File: src/rtl/sliding_window_buffer.sv
// sliding_window_buffer
//
// Purpose:
//   Turns a raster-order pixel stream into KxK image windows for a
//   convolution-style consumer. K-1 row delay lines supply the older rows,
//   and a KxK register window shifts left by one column per accepted pixel.
//   Column/row counters plus stride phase counters decide when the window
//   lines up with a legal KxK position on the stride grid.
//
// Ports:
//   clock        in   single clock, rising edge
//   resetn       in   asynchronous active-low reset
//   start_frame  in   synchronous frame restart pulse
//   data_valid   in   pixel_in is valid this cycle (no backpressure)
//   pixel_in     in   DATA_SIZE-bit raster-order pixel
//   window_out   out  K*K*DATA_SIZE bits; slot (i*K+j) = pixel (r-K+1+i, c-K+1+j)
//   window_valid out  one-cycle pulse: window_out holds a legal window
//   frame_done   out  one-cycle pulse after the last pixel of the frame

module sliding_window_buffer #(
    parameter int KERNEL_SIZE = 3,
    parameter int DATA_SIZE   = 8,
    parameter int ROW_SIZE    = 28,
    parameter int COL_SIZE    = 28,
    parameter int STRIDE      = 1
) (
    input  logic                                       clock,
    input  logic                                       resetn,
    input  logic                                       start_frame,
    input  logic                                       data_valid,
    input  logic [DATA_SIZE-1:0]                       pixel_in,
    output logic [KERNEL_SIZE*KERNEL_SIZE*DATA_SIZE-1:0] window_out,
    output logic                                       window_valid,
    output logic                                       frame_done
);

    localparam int K = KERNEL_SIZE;
    localparam int D = DATA_SIZE;
    localparam int W = ROW_SIZE;
    localparam int H = COL_SIZE;
    localparam int S = STRIDE;

    localparam int COL_W  = (W > 1) ? $clog2(W) : 1;
    localparam int ROW_W  = (H > 1) ? $clog2(H) : 1;
    localparam int STEP_W = (S > 1) ? $clog2(S) : 1;

    localparam logic [COL_W-1:0]  COL_LAST      = COL_W'(W - 1);
    localparam logic [ROW_W-1:0]  ROW_LAST      = ROW_W'(H - 1);
    localparam logic [COL_W-1:0]  COL_FIRST_WIN = COL_W'(K - 1);
    localparam logic [ROW_W-1:0]  ROW_FIRST_WIN = ROW_W'(K - 1);
    localparam logic [STEP_W-1:0] STEP_LAST     = STEP_W'(S - 1);

    // Row delay lines: lineQ[m][W-1] is the pixel accepted W*(m+1) pixels ago.
    logic [D-1:0] lineQ [0:K-2][0:W-1];

    // Register window: winQ[i][j] is image pixel (r-K+1+i, c-K+1+j).
    logic [D-1:0] winQ [0:K-1][0:K-1];

    // Column entering each window row: newest row straight from the input,
    // older rows from progressively deeper delay-line outputs.
    logic [D-1:0] tap [0:K-1];

    logic [COL_W-1:0]  colQ, colD, effCol;
    logic [ROW_W-1:0]  rowQ, rowD, effRow;
    logic [STEP_W-1:0] colStepQ, colStepD, effColStep;
    logic [STEP_W-1:0] rowStepQ, rowStepD, effRowStep;
    logic              windowValidQ, windowValidD;
    logic              frameDoneQ, frameDoneD;

    logic accept;
    logic colLast;
    logic rowLast;
    logic legal;

    assign accept = data_valid;

    always_comb begin
        tap[K-1] = pixel_in;
        for (int m = 0; m < K - 1; m++) begin
            tap[K-2-m] = lineQ[m][W-1];
        end
    end

    // Delay lines carry data only; they are never reset because the
    // counters keep stale contents from ever reaching a valid window.
    always_ff @(posedge clock) begin
        if (accept) begin
            lineQ[0][0] <= pixel_in;
            for (int m = 1; m < K - 1; m++) begin
                lineQ[m][0] <= lineQ[m-1][W-1];
            end
            for (int m = 0; m < K - 1; m++) begin
                for (int e = 1; e < W; e++) begin
                    lineQ[m][e] <= lineQ[m][e-1];
                end
            end
        end
    end

    always_ff @(posedge clock or negedge resetn) begin
        if (!resetn) begin
            for (int i = 0; i < K; i++) begin
                for (int j = 0; j < K; j++) begin
                    winQ[i][j] <= '0;
                end
            end
        end else if (accept) begin
            for (int i = 0; i < K; i++) begin
                for (int j = 0; j < K - 1; j++) begin
                    winQ[i][j] <= winQ[i][j+1];
                end
                winQ[i][K-1] <= tap[i];
            end
        end
    end

    // start_frame overrides the stored position so a pixel arriving with it
    // is handled as coordinate (0,0) in the same cycle.
    // Step counters hold (coord-K+1) mod S once coord >= K-1, and 0 before,
    // so the stride test is a compare against zero.
    always_comb begin
        effCol     = start_frame ? '0 : colQ;
        effRow     = start_frame ? '0 : rowQ;
        effColStep = start_frame ? '0 : colStepQ;
        effRowStep = start_frame ? '0 : rowStepQ;

        colLast = (effCol == COL_LAST);
        rowLast = (effRow == ROW_LAST);
        legal   = (effRow >= ROW_FIRST_WIN) && (effCol >= COL_FIRST_WIN) &&
                  (effColStep == '0) && (effRowStep == '0);

        colD         = effCol;
        rowD         = effRow;
        colStepD     = effColStep;
        rowStepD     = effRowStep;
        windowValidD = accept && legal;
        frameDoneD   = accept && colLast && rowLast;

        if (accept) begin
            if (colLast) begin
                colD     = '0;
                colStepD = '0;
                if (rowLast) begin
                    rowD     = '0;
                    rowStepD = '0;
                end else begin
                    rowD = effRow + ROW_W'(1);
                    if (effRow < ROW_FIRST_WIN || effRowStep == STEP_LAST) begin
                        rowStepD = '0;
                    end else begin
                        rowStepD = effRowStep + STEP_W'(1);
                    end
                end
            end else begin
                colD = effCol + COL_W'(1);
                if (effCol < COL_FIRST_WIN || effColStep == STEP_LAST) begin
                    colStepD = '0;
                end else begin
                    colStepD = effColStep + STEP_W'(1);
                end
            end
        end
    end

    always_ff @(posedge clock or negedge resetn) begin
        if (!resetn) begin
            colQ         <= '0;
            rowQ         <= '0;
            colStepQ     <= '0;
            rowStepQ     <= '0;
            windowValidQ <= 1'b0;
            frameDoneQ   <= 1'b0;
        end else begin
            colQ         <= colD;
            rowQ         <= rowD;
            colStepQ     <= colStepD;
            rowStepQ     <= rowStepD;
            windowValidQ <= windowValidD;
            frameDoneQ   <= frameDoneD;
        end
    end

    genvar gi, gj;
    generate
        for (gi = 0; gi < K; gi++) begin : gRow
            for (gj = 0; gj < K; gj++) begin : gCol
                assign window_out[((gi*K)+gj)*D +: D] = winQ[gi][gj];
            end
        end
    endgenerate

    assign window_valid = windowValidQ;
    assign frame_done   = frameDoneQ;

endmodule
File: config.mk
export PLATFORM = sky130hd
export DESIGN_NAME = sliding_window_buffer
export DESIGN_NICKNAME = d
export VERILOG_FILES = /design/src/rtl/sliding_window_buffer.sv
export SDC_FILE = /design/constraint.sdc
export NUM_CORES = 1
export LEC_CHECK = 0
export ABC_CLOCK_PERIOD_IN_PS = 5300
export BUFFER_PORTS_ARGS = -buffer_cell sky130_fd_sc_hd__buf_2
export CAP_MARGIN = 20
export CELL_PAD_IN_SITES_DETAIL_PLACEMENT = 0
export CELL_PAD_IN_SITES_GLOBAL_PLACEMENT = 1
export CORE_ASPECT_RATIO = 0.9
export CORE_MARGIN = 8
export CORE_UTILIZATION = 34
export CTS_CLUSTER_SIZE = 20
export DETAILED_ROUTE_END_ITERATION = 10
export PLACE_DENSITY_LB_ADDON = 0.1
export SKIP_CTS_REPAIR_TIMING = 1
export SYNTH_ARGS = -nofsm -noshare
export SYNTH_HDL_FRONTEND = slang
export SYNTH_SLANG_ARGS = --single-unit
export TNS_END_PERCENT = 20
File: constraint.sdc
create_clock -name clock -period 5.3 [get_ports clock]
set_clock_uncertainty 0.1 [all_clocks]
set_input_delay 1.06 -clock clock [delete_from_list [all_inputs] [get_ports clock]]
set_output_delay 1.06 -clock clock [all_outputs]
set_load 0.01 [all_outputs]
# Word level (Yosys, flattened, before mapping)

Memory sizes are Yosys's and may differ from the RTL's.
Cells that the tools add are included.

Muxes and demuxes: 18
Reductions and logical operators: 8
Order comparisons: 4
Bitwise gates (word level): 2
Equality and inequality tests: 2
$add $sub $neg: 4

Operators with widths:

| operator            | count |
|---|---|
| $mux 5              | 7 |
| $mux 1              | 11 |
| $add 5x1->5 const B | 2 |
| $eq 5x5->1 const B  | 2 |
| $ge 5x2->1 const B  | 2 |
| $lt 5x2->1 const B  | 2 |
| $logic_and 1x1->1   | 6 |
| $add 1x1->1 const B | 2 |
| $logic_or 1x1->1    | 2 |
| $not 1->1           | 2 |

Memories: 1
Output and inout port bits: 74
Register bits: 86
RAM bits: 448
Word-level logic and storage cells: 54
Input port bits: 12

Memories:

| name  | depth | width | rd ports | clocked after Yosys merged registers in | write ports | line | RTL |
|---|---|---|---|---|---|---|---|
| lineQ | 2     | 224   | 2        | 0                                       | 2           | 54   | `logic [D-1:0] lineQ [0:K-2][0:W-1];` |

# Depth between registers and ports, before layout

Depth in word-level cells: 7
Depth in mapped cells: 6
Gate-level depth less buffers: 6

# Least setup slack after synthesis

OpenSTA, ideal clock, no wires.

Kind: input -> register
Start point: input port start_frame
End point: register rowQ[1]
Required time: 5072 ps
Arrival: 2180 ps
Cell stages on the path: 6
Path buffers: 0
Library setup time: 128 ps
Slack: 2892 ps
Path through: nand2b_1 inv_1 ha_1 nand3_2 nor4b_2 mux2_1

Word-level cells in the longest chain between the ends: 5
Elaborated cells on any way between the ends: 8
Those cells by class: add/sub (1); eq/ne (2); mux (5)

Ends and longest elaborated chain:

| item                                             | line     | RTL |
|---|---|---|
| start: declaration                               | 29       | `input logic start_frame,` |
| $mux 5                                           | 123      | `effRow = start_frame ? '0 : rowQ;` |
| $add 5x1->5 / $eq 5x5->1 (equally long branches) | 147, 128 |  |
| $mux 5                                           | 143      | `if (rowLast) begin` |
| $mux 5                                           | 140      | `if (colLast) begin` |
| $mux 5 (*)                                       | 139      | `if (accept) begin` |
| via rowD[1]                                      | 64       | `logic [ROW_W-1:0] rowQ, rowD, effRow;` |
| end signal: assignment                           | 175      | `rowQ <= rowD;` |
| end: declaration                                 | 64       |  |

Mark *: on every way through the listed nets, which the timed path passes. The rest lies on a longest branch.
A chain may end at the register's enable or synchronous reset.

# Worst setup path after layout

Start point: register window_out[23] (netlist name)
End point: output port window_out[23]

RTL lines:

| item             | line | RTL |
|---|---|---|
| end: declaration | 32   | `output logic [KERNEL_SIZE*KERNEL_SIZE*DATA_SIZE-1:0] window_out,` |

No word-level cell between the ends.

==> reports/qor.csv <==
metric,value,unit
area delta synth->final,18.1,%
Leak,7.08,nW
CP Launch Type,flip-flop,
worst-path maximum fanout,3,
CP required,4.14,ns
"Clk pin slew, worst setup/hold paths",0.06,ns
RSZ-0062 raised after global routing,false,
fill cell count,4253,
setup ws final,2.91,ns
Worst IR Drop VDD,0.229,mV
"worst slack, placed",2.33,ns
Final setup viols,0,
drt first-iter violations,465,
DP Wirelength,11.5,mm
synthesized area per cell,25.2,µm²
drt drc,0,
worst hold path type,reg -> reg,
share of cells above drive strength 1,28.2,%
die area,56900,µm²
grt total ovfl,0,
Post-synth top cells,"edfxtp_1 (448), dfrtp_1 (86), mux2_2 (66), buf_2 (8), mux2_1 (8)",
H-tree depth,2,
Slew headroom,43.6,%
Post-synth top flop,edfxtp_1,
status,completed,
routability cong.,0.698,
vias per cell,4.36,
WS Path Type,reg -> out,
#FFs+latches synth,534,
cell with the most instances after synthesis,edfxtp_1,
Nets,822,
fin crit share,45.0,%
Final Slew Violations,0,
first-pass GRT wire length,38.0,mm
DIE WIDTH,251,µm
Initial Utilization,34.3,%
wire length per cell,15.6,µm
Top Metal Used,met4,
DR vias,6466,
pwr/cell area,454,nW/µm²
Clock Latency Late Sink,0.58,ns
fmax,0.419,GHz
Clock Path Buffers,3,
DRT Wirelength,23.2,mm
root buf cell,clkbuf_16,
die height,227,µm
"Critical Path, Cell by Cell",buf_2,
area of the core,49000,µm²
"EDFF count, synth",448,
arrival time worst endpoint,1.23,ns
Sink Count,534,
sum of buffers and inverters on the critical path,1,
Row Count,77,
Yosys top cell area share,79.9,%
M1 WL,11.3,mm
diode count,0,
metal2 WL,9.54,mm
largest net degree at the start of global routing,103,
Netlist cell types,31,
dominant cells by area after synthesis,"edfxtp_1 (80%), dfrtp_1 (13%), mux2_2 (4.4%)",
sequential-to-total area share from yosys stat,92.7,%
"antenna viol nets, final",0,
Fin. Hold Viols,0,
vias in the first global route,6616,
critical path's top delay family,flip-flops,
Yosys warnings,0,
Pre-antenna DRT Iters,4,
Least-Margin Pin Slew,0.845,ns
Post-Syn Instances,669,
CTS tree,built,
initial antenna violation count,0,
Final min period,2.39,ns
Synth async-reset ratio,16.1,%
Synth Cell Area,16800,µm²
Port Buffers,85,
CP endpoint kind,output pin,
metal3 WL,1.66,mm
I/O pins,86,
Fin Setup TNS,0,ns
GRT Resource Usage Total,8.27,%
Num CTS Buffers,53,
Max Cap Violations,0,
leading area contributor after synthesis,edfxtp_1,
CP max stage delay,0.46,ns
critical path's slowest cell,dfrtp_1,
syn_nets,683,
area by class of cell:
cell class	count	area [µm²]	area share, %
Sequential cell	534	15600	78.5
Clock buffer	78	1520	7.64
Multi-Input combinational cell	122	1170	5.89
Tap cell	632	791	3.98
Timing Repair Buffer	94	556	2.79
Clock inverter	21	235	1.18
Inverter	3	11.3	0.0566
layout by cell type (no fill, tap or decap), types with 5 or more instances in the layout:
cell type,synthesis,final
a21oi_1,5,5
clkinv_1,0,7
mux2_2,66,66
mux2_1,8,8
clkbuf_8,0,10
dfrtp_1,86,86
bufinv_16,0,5
clkbuf_1,0,15
edfxtp_1,448,448
buf_2,8,83
clkinv_2,0,5
buf_4,2,6
clkbuf_16,0,53
worst reg2reg max path: cells and delay by family, from the launching register on:
| kind | cells | cell delay (ns) |
|---|---|---|
| adders and majority gates | 1 | 0.25 |
| muxes | 1 | 0.35 |
| and+or+nand+nor | 3 | 0.67 |
| DFF | 1 | 0.37 |
path summary, 6_finish.rpt:
kind	startpoint	end	slack (ns)	depth (start not counted)
min in group asynchronous	resetn	window_out[16]$_DFFE_PN0P_	0.41	1
max in group asynchronous	resetn	window_out[23]$_DFFE_PN0P_	3.66	2
worst max register to register	colQ[1]$_DFF_PN0_	rowQ[1]$_DFF_PN0_	3.44	5
worst min register to register	lineQ[0][152]$_DFFE_PP_	lineQ[0][144]$_DFFE_PP_	0.31	0
worst min-delay path	lineQ[0][152]$_DFFE_PP_	lineQ[0][144]$_DFFE_PP_	0.31	0
worst max-delay path	window_out[23]$_DFFE_PN0P_	window_out[23]	2.91	1
layer usage:
| layer | global-route usage (%) | vias up |
|---|---|---|
| li1 | - | 2925 |
| met1 | 11.7 | 3342 |
| met2 | 11.1 | 145 |
| met3 | 3.45 | 54 |
| met4 | 3.23 | 0 |
| met5 | 0 | - |
report_power, final:
part,switching (W),total [W],internal [W]
logic,0.000196,0.000334,0.000138
clock network,0.00149,0.00372,0.00223
registers,0.000109,0.00498,0.00487
total,0.00180,0.00903,0.00723
state kept, by name, indices dropped and copies added, names as in the netlist:
signal	cells
window_valid	1
rowQ	5
window_out	72
lineQ	448
colQ	5
rowStepQ	1
frame_done	1
colStepQ	1
per-stage QoR:
stage	hold slack [ns]	std cells	utilization, %	area [µm²]	power (W)
floorplan	0.300	669	-	16800	0.00517
global placement	0.300	1385	37.0	18100	0.00539
detailed placement	0.305	1385	37.0	18100	0.00541
CTS	0.314	1484	40.6	19900	0.00923
global route	0.319	1484	40.6	19900	0.00944
finish	0.312	1484	40.6	19900	0.00903
logic make-up (layout without fill, tap and decap cells):
kind of cell	count (synthesis)	count (layout)	share of synthesized area, %
AOI/OAI and AO/OA	9	9	0.319
and+or+nand+nor	33	33	1.33
buffers and inverters	13	196	0.394
adders and majority gates	2	2	0.149
DFF	534	534	92.7
xor gates and xnor gates	4	4	0.208
muxes	74	74	4.95
Note: power is estimated with default switching activity, not from simulation.
